--- src/rtl/bus_rr_arbiter.sv ---
// Round-robin owner arbiter for the shared 32-bit result bus, with a one-cycle turnaround between owners.
// Optional forced release after HOLD_MAX cycles when ARB_TIMEOUT_EN is defined; otherwise TOUT is always 0.
//
// state  | meaning
// S_IDLE | no owner; arbitrate every edge
// S_BUSY | GNT/SEL drive the owner; wait for DONE, REQ drop or timeout
// S_TURN | one dead cycle after a release; arbitrate at its closing edge
module bus_rr_arbiter #(
    parameter int NREQ     = 8,
    parameter int HOLD_MAX = 16
) (
    input  logic            CLK,
    input  logic            RST,
    input  logic [NREQ-1:0] REQ,
    input  logic            DONE,
    output logic [NREQ-1:0] GNT,
    output logic [4:0]      SEL,
    output logic            VALID,
    output logic            TOUT
);

    if (NREQ < 2 || NREQ > 32) begin : g_bad_nreq
        $error("bus_rr_arbiter: NREQ must be 2..32");
    end
    if (HOLD_MAX < 2 || HOLD_MAX > 255) begin : g_bad_hold
        $error("bus_rr_arbiter: HOLD_MAX must be 2..255");
    end

    typedef enum logic [1:0] {S_IDLE, S_BUSY, S_TURN} state_t;

    state_t          state_q;
    logic [4:0]      ptr_q;
    logic [7:0]      cnt_q;
    logic [NREQ-1:0] gnt_q;
    logic [4:0]      sel_q;
    logic            tout_q;

    logic [NREQ-1:0] rot_d;
    logic            win_found_d;
    logic [4:0]      win_off_d;
    logic [5:0]      win_sum_d;
    logic [4:0]      win_idx_d;
    logic [NREQ-1:0] win_gnt_d;
    logic            own_req_d;
    logic [4:0]      ptr_next_d;
    logic            timeout_d;

    // Rotate the requests so the pointer position lands at bit 0; the first set bit wins.
    always_comb begin
        rot_d       = NREQ'({REQ, REQ} >> ptr_q);
        win_found_d = 1'b0;
        win_off_d   = '0;
        for (int i = 0; i < NREQ; i++) begin
            if (!win_found_d && rot_d[i]) begin
                win_found_d = 1'b1;
                win_off_d   = 5'(i);
            end
        end
        win_sum_d = {1'b0, ptr_q} + {1'b0, win_off_d};
        if (win_sum_d >= 6'(NREQ)) begin
            win_sum_d = win_sum_d - 6'(NREQ);
        end
        win_idx_d = win_sum_d[4:0];
        win_gnt_d = {{(NREQ-1){1'b0}}, 1'b1} << win_idx_d;
    end

    assign own_req_d  = |(REQ & gnt_q);
    assign ptr_next_d = (sel_q == 5'(NREQ - 1)) ? 5'd0 : sel_q + 5'd1;

`ifdef ARB_TIMEOUT_EN
    assign timeout_d = (cnt_q == 8'(HOLD_MAX - 1));
`else
    assign timeout_d = 1'b0;
`endif

    always_ff @(posedge CLK or posedge RST) begin
        if (RST) begin
            state_q <= S_IDLE;
            ptr_q   <= '0;
            cnt_q   <= '0;
            gnt_q   <= '0;
            sel_q   <= '0;
            tout_q  <= 1'b0;
        end else begin
            tout_q <= 1'b0;
            case (state_q)
                S_IDLE, S_TURN: begin
                    if (win_found_d) begin
                        state_q <= S_BUSY;
                        gnt_q   <= win_gnt_d;
                        sel_q   <= win_idx_d;
                        cnt_q   <= '0;
                    end else begin
                        state_q <= S_IDLE;
                        gnt_q   <= '0;
                    end
                end
                S_BUSY: begin
                    if (DONE || !own_req_d || timeout_d) begin
                        state_q <= S_TURN;
                        gnt_q   <= '0;
                        ptr_q   <= ptr_next_d;
                        // DONE wins over a coincident timeout, so no pulse then.
                        tout_q  <= timeout_d && !DONE && own_req_d;
                    end else if (cnt_q != 8'hFF) begin
                        cnt_q <= cnt_q + 8'd1;
                    end
                end
                default: begin
                    state_q <= S_IDLE;
                    gnt_q   <= '0;
                end
            endcase
        end
    end

    assign GNT   = gnt_q;
    assign SEL   = sel_q;
    assign VALID = |gnt_q;
    assign TOUT  = tout_q;

endmodule

--- config.mk ---
export PLATFORM = sky130hd
export DESIGN_NAME = bus_rr_arbiter
export DESIGN_NICKNAME = d
export VERILOG_FILES = /design/src/rtl/bus_rr_arbiter.sv
export SDC_FILE = /design/constraint.sdc
export NUM_CORES = 1
export LEC_CHECK = 0
export CORE_AREA = 2 2 77 57
export CTS_BUF_LIST = sky130_fd_sc_hd__clkbuf_16
export DETAILED_ROUTE_END_ITERATION = 8
export DIE_AREA = 0 0 79 59
export HOLD_SLACK_MARGIN = 0.06
export PLACE_DENSITY = 0.66
export SETUP_SLACK_MARGIN = 0.15
export SLEW_MARGIN = 30
export SYNTH_ARGS = -nofsm -noshare
export SYNTH_HDL_FRONTEND = slang
export SYNTH_SLANG_ARGS = --single-unit
--- constraint.sdc ---
create_clock -name CLK -period 5 [get_ports CLK]
set_input_delay 1 -clock CLK [delete_from_list [all_inputs] [get_ports CLK]]
set_output_delay 1 -clock CLK [all_outputs]
set_load 0.05 [all_outputs]
==> results.tsv, run 1 <==
stage	metric	value	unit
setup_path	Crit Path Max Fanout	7	
logic_synthesis	Syn. warnings	0	
clocking	post-CTS setup buffers	0	
timing	RSZ-0062 raised after global routing	false	
clocking	clk root buf	clkbuf_16	
floorplanning	Top Ports	26	
timing	Final Setup Violations	0	
timing	Peak Freq	0.218	GHz
setup_path	startpoint types	primary input	
floorplanning	die width	79	um
setup_path	worst r2r dst	GNT[7]	
logic_synthesis	Synth async-reset ratio	100	%
cells_and_area	share of post-route cells with drive strength above 1	14.9	%
route	Antenna Nets Post-Route	0	
cells_and_area	Filler cells	349	
logic_synthesis	count of different cell masters after synthesis	54	
logic_synthesis	most instantiated cells after synthesis	dfrtp_1, nand2_1, nor2_1	
clocking	CTS tree	done	
logic_synthesis	ys flop type	dfrtp_1	
placement	RD Place Congestion	0.968	
logic_synthesis	syn avg cell area	10.1	um2
clocking	Num CTS Buffers	3	
global_routing	pin count of the biggest net entering global routing	21	
global_routing	Overall Global Routing Usage	18.5	%
clocking	hold_buf cts	0	
hold_path	hold path start	state_q[1]	
setup_path	critical path type	primary input to flip-flop	
global_routing	first-pass GRT wire length	6.62	mm
global_routing	met3 Track Usage GR	3.96	%
timing	Worst Tran Pin Value	0.812	ns
status	run status	completed	
timing	final period utilization	91.7	%
route	DR WL/cell	17.2	um
clocking	Worst-Skew Late Latency	0.26	ns
cells_and_area	area growth from synthesis to layout	22.3	%
setup_path	FF-to-FF path depth	14	
clocking	H-Tree Depth	1	
placement	hpwl dp	3.10	mm
route	initial DRC count	203	
timing	setup TNS	0	ns
route	DRC violations left	0	
floorplanning	Die Span Y	59	um
logic_synthesis	most numerous cell in the Yosys netlist	dfrtp_1	
logic_synthesis	Post-synth EDFFs	0	
setup_path	endpoint class of the critical path	flip-flop	
clocking	Sinks on Clock Net	20	
floorplanning	row cnt	19	
job	maxcap violations	0	
global_routing	total congestion overflow	0	
placement	IO Port Bufs	24	
cells_and_area	Total Nets Final	205	
route	via count	1461	
setup_path	Worst R2R Start	ptr_q[0]	
global_routing	GRT met1 Usage	27.9	%
logic_synthesis	Synth area leader	dfrtp_1	
setup_path	CP Data Arrival Time	4.73	ns
timing	Slew Limit Fails	0	
floorplanning	core area	3850	um2
timing	min cycle time layout	4.59	ns
global_routing	initial antenna violation count	0	
setup_path	r2r setup slk	0.82	ns
global_routing	vias in the first global route	1303	
hold_path	hold endpoint	state_q[1]	
global_routing	met2 Usage GRT	28.0	%
cells_and_area	ANT cells	0	
timing	max_slew headroom	45.9	%
setup_path	Critical Path RT	5.15	ns
route	vias per inst	6.09	
clocking	CTS Buffer Depth	2	
floorplanning	Starting Density	43.7	%
timing	Hold Vio Cnt, Final	0	
clocking	clk slew on worst S/H paths	0.06	ns
logic_synthesis	synth top area cells	dfrtp_1, mux4_2, mux2_4, mux2i_1, a22oi_1	
global_routing	grt peak-use layer	met2	
timing	Setup Skew	0.00361	ns
logic_synthesis	synthesized area	1680	um2
route	drt total wl	4.12	mm
clocking	CTS-repair resized insts	0	
logic_synthesis	#FFs+latches synth	20	
floorplanning	die area	4660	um2
logic_synthesis	syn nets	183	
hold_path	hold path depth	1	
hold_path	worst hold path class	flip-flop to flip-flop	
logic_synthesis	Gate Count Post-Synth	167	
route	drt first pass iters	6	
logic_synthesis	Synth top area share	29.7	%
logic_synthesis	sequential area share after synthesis	29.7	%
==> placed cells by master, fill, tap and decap left out, drive strengths merged, types with 6 or more instances in the layout <==
| cell | instances |
|---|---|
| clkdlybuf4s50 | 24 |
| dfrtp | 20 |
| nand2 | 12 |
| nor2 | 11 |
| mux2 | 9 |
| a22oi | 7 |
| a21oi | 7 |
| nor3 | 7 |
| mux2i | 6 |
| o31ai | 6 |
| mux4 | 6 |
==> area by class of cell <==
class                      count  area (um2)  share of cell area [%]
timing repair buffer          26         255                    12.4
inverter                       4        15.0                   0.729
clock inverter                 1        30.0                    1.46
tap                           52        65.1                    3.16
multi-input combinational    134        1120                    54.3
sequential                    20         500                    24.3
clock buffer                   3        75.1                    3.65
==> critical path, cell delays in order <==
cell	delay, ns
clkdlybuf4s50_1	0.51
mux4_2	0.50
nand2b_1	0.16
a22o_1	0.30
a211oi_1	0.24
nor3_1	0.07
o21a_1	0.18
ha_1	0.20
fa_1	0.45
a21o_1	0.22
a21oi_1	0.14
a21oi_1	0.07
nor2_1	0.27
nand3_1	0.16
o31ai_1	0.26
==> metrics by stage <==
| step | worst slack [ns] | cell area, um2 | std cells | utilization (%) | hold slack [ns] |
|---|---|---|---|---|---|
| floorplan | 1.06 | 1680 | 167 | - | 0.465 |
| global placement | 0.309 | 1950 | 236 | 50.7 | 0.497 |
| detailed placement | 0.195 | 1950 | 236 | 50.7 | 0.505 |
| CTS | 0.465 | 2060 | 240 | 53.4 | 0.512 |
| global route | 0.150 | 2060 | 240 | 53.4 | 0.551 |
| finish | 0.415 | 2060 | 240 | 53.4 | 0.515 |
==> registers in the layout, indices dropped and copies added (netlist names) <==
register	flops
state_q	2
SEL	5
ptr_q	5
GNT	8
==> layer usage <==
metal	vias up	share of wire, %
li1	682	-
met1	715	48
met2	58	43
met3	6	7.6
met4	0	1.1
met5	-	0
==> cell families (layout without fill, tap and decap cells) <==
| logic type | after synthesis | in the layout | share of synthesized area, % |
|---|---|---|---|
| AO/OA/AOI/OAI | 44 | 44 | 19.9 |
| XOR/XNOR | 7 | 7 | 3.64 |
| adder cells (fa/ha/maj) | 5 | 5 | 4.16 |
| buffers and inverters | 13 | 34 | 3.87 |
| flip-flops | 20 | 20 | 29.7 |
| multiplexers | 21 | 21 | 19.0 |
| other | 1 | 1 | 0.223 |
| AND/OR/NAND/NOR | 56 | 56 | 19.5 |
==> worst max-delay path by stage <==
stage / startpoint / endpoint / depth (start not counted)
after detailed placement: REQ[6] / GNT[3] / 15
after floorplan: REQ[6] / GNT[0] / 13
after global routing: REQ[6] / GNT[7] / 15
final: REQ[6] / GNT[7] / 15
after CTS: REQ[6] / GNT[7] / 15
after global placement: REQ[6] / GNT[1] / 15
Power of run 1 is not shown: default switching activity piles up to over one toggle a cycle in this logic, so the estimate is an artifact.
==> run 2: changes to the inputs <==
CAP_MARGIN = 20   (was unset)
GPL_ROUTABILITY_DRIVEN = 0   (was unset)
==> results.tsv, run 2 (same netlist as run 1, synthesis figures left out) <==
stage	metric	value	unit	change
status	run status	completed		unchanged
clocking	clk slew on worst S/H paths	0.06	ns	about the same
timing	final period utilization	90.4	%	was 91.7%
floorplanning	Starting Density	43.7	%	unchanged
cells_and_area	commonest non-fill, non-tap cell in the layout	clkdlybuf4s50_1		unchanged
route	drt total wl	4.16	mm	was 4.12 mm
setup_path	CP Data Arrival Time	4.66	ns	was 4.73 ns
global_routing	first-pass GRT wire length	6.80	mm	was 6.62 mm
timing	max_slew headroom	44.5	%	was 45.9%
cells_and_area	Largest register FFs	8		unchanged
cells_and_area	ANT cells	0		unchanged
setup_path	Crit Path Max Fanout	7		unchanged
timing	Worst Tran Pin Value	0.832	ns	was 0.812 ns
placement	hpwl dp	3.09	mm	was 3.10 mm
hold_path	hold endpoint	state_q[1]		unchanged
floorplanning	die width	79	um	unchanged
timing	Hold Vio Cnt, Final	0		unchanged
timing	setup TNS	0	ns	unchanged
floorplanning	row cnt	19		unchanged
floorplanning	die area	4660	um2	unchanged
timing	min cycle time layout	4.52	ns	was 4.59 ns
placement	IO Port Bufs	24		unchanged
floorplanning	Die Span Y	59	um	unchanged
setup_path	CP top delay family	compound AO/OA/AOI/OAI gates		unchanged
timing	Setup Skew	0.00350	ns	was 0.00361 ns
setup_path	Worst R2R Start	ptr_q[0]		unchanged
cells_and_area	area growth from synthesis to layout	22.0	%	was 22.3%
global_routing	initial antenna violation count	0		unchanged
clocking	CTS Buffer Depth	2		unchanged
setup_path	worst r2r dst	GNT[7]		unchanged
job	maxcap violations	0		unchanged
global_routing	total congestion overflow	0		unchanged
setup_path	CP most frequent cell	a21oi_1		unchanged
route	DRC violations left	0		unchanged
global_routing	pin count of the biggest net entering global routing	21		unchanged
setup_path	critical path type	primary input to flip-flop		unchanged
timing	Peak Freq	0.221	GHz	was 0.218 GHz
clocking	CTS tree	done		unchanged
timing	RSZ-0062 raised after global routing	false		unchanged
route	vias per inst	6.14		was 6.09
setup_path	startpoint types	primary input		unchanged
route	Antenna Nets Post-Route	0		unchanged
route	initial DRC count	172		was 203
cells_and_area	share of post-route cells with drive strength above 1	15.0	%	was 14.9%
placement	worst slack at placement	0.191	ns	was 0.195 ns
clocking	Sinks on Clock Net	20		unchanged
floorplanning	core area	3850	um2	unchanged
timing	final setup margin	0.481	ns	was 0.415 ns
route	drt first pass iters	4		was 6
floorplanning	Top Ports	26		unchanged
clocking	H-Tree Depth	1		unchanged
setup_path	r2r setup slk	0.88	ns	was 0.82 ns
hold_path	hold path depth	1		unchanged
setup_path	number of buffers and inverters on the critical path	1		unchanged
setup_path	Critical Path RT	5.14	ns	was 5.15 ns
route	DR WL/cell	17.4	um	was 17.2 um
setup_path	CP max stage delay	0.52	ns	was 0.51 ns
cells_and_area	Total Nets Final	204		was 205
clocking	Num CTS Buffers	3		unchanged
setup_path	CP max-delay cell	clkdlybuf4s50_1		unchanged
setup_path	critical path cell sequence	clkdlybuf4s50_1 -> mux4_2 -> nand2b_1 -> a22o_1 -> a211oi_1 -> nor3_1 -> o21a_1 -> ha_1 -> fa_1 -> a21o_1 -> a21oi_1 -> a21oi_1 -> nor2_2 -> nand3_1 -> o31ai_1		was clkdlybuf4s50_1 -> mux4_2 -> nand2b_1 -> a22o_1 -> a211oi_1 -> nor3_1 -> o21a_1 -> ha_1 -> fa_1 -> a21o_1 -> a21oi_1 -> a21oi_1 -> nor2_1 -> nand3_1 -> o31ai_1
hold_path	worst hold path class	flip-flop to flip-flop		unchanged
clocking	clk root buf	clkbuf_16		unchanged
timing	Slew Limit Fails	0		unchanged
hold_path	hold path start	state_q[1]		unchanged
global_routing	vias in the first global route	1382		was 1,303
clocking	Worst-Skew Late Latency	0.25	ns	was 0.26 ns
cells_and_area	highest-count cells in the layout ignoring fill and taps	clkdlybuf4s50_1, dfrtp_1, nand2_1		unchanged
timing	Final Setup Violations	0		unchanged
setup_path	endpoint class of the critical path	flip-flop		unchanged
route	via count	1467		was 1,461
global_routing	Overall Global Routing Usage	18.8	%	was 18.5%
setup_path	FF-to-FF path depth	14		unchanged
run 2: worst register-to-register path, delay by kind of cell (launching register included):
kind	cells	cell delay [ns]
AND/OR/NAND/NOR	4	0.52
multiplexers	1	0.58
flip-flops	1	0.79
adder cells (fa/ha/maj)	2	0.65
AO/OA/AOI/OAI	7	1.46
run 2: layer usage:
| metal | part of all wire, % | global-route usage [%] |
|---|---|---|
| met5 | 0 | 0 |
| met4 | 0.87 | 4.43 |
| met3 | 6.6 | 4.42 |
| met2 | 44 | 27.2 |
| met1 | 48 | 28.6 |
run 2: worst max path at each step:
stage / from / endpoint / slack [ns] / depth (start not counted)
2_1_floorplan: REQ[6] / GNT[0] / 1.06 / 13
3_3_place_gp: REQ[6] / GNT[1] / 0.31 / 15
3_5_place_dp: REQ[6] / GNT[7] / 0.19 / 15
4_1_cts: REQ[6] / GNT[7] / 0.42 / 15
5_1_grt: REQ[3] / GNT[7] / 0.21 / 15
6_report: REQ[6] / GNT[7] / 0.48 / 15
run 2: metrics by stage:
step / hold WS, ns / std cells / instance area [um2] / utilization, %
final: 0.511 / 239 / 2050 / 53.3
after floorplan: 0.465 / 167 / 1680 / -
after global routing: 0.548 / 239 / 2050 / 53.3
after global placement: 0.497 / 235 / 1950 / 50.5
after CTS: 0.510 / 239 / 2050 / 53.2
after detailed placement: 0.503 / 235 / 1950 / 50.5
run 2: layout make-up:
| type | count | area [um2] |
|---|---|---|
| Multi-Input combinational cell | 134 | 1120 |
| Clock inverter | 1 | 30.0 |
| Clock buffer | 3 | 75.1 |
| Fill cell | 340 | 1800 |
| Inverter | 4 | 15.0 |
| Timing Repair Buffer | 25 | 248 |
| Tap cell | 52 | 65.1 |
| Sequential cell | 20 | 500 |
run 2: repair_timing:
item	in CTS	in global routing
endpoints found under the setup margin	0	1
setup buffers	0	0
gates resized for setup	0	1
hold buffers	0	0
Power of run 2 is left out for the same reason.
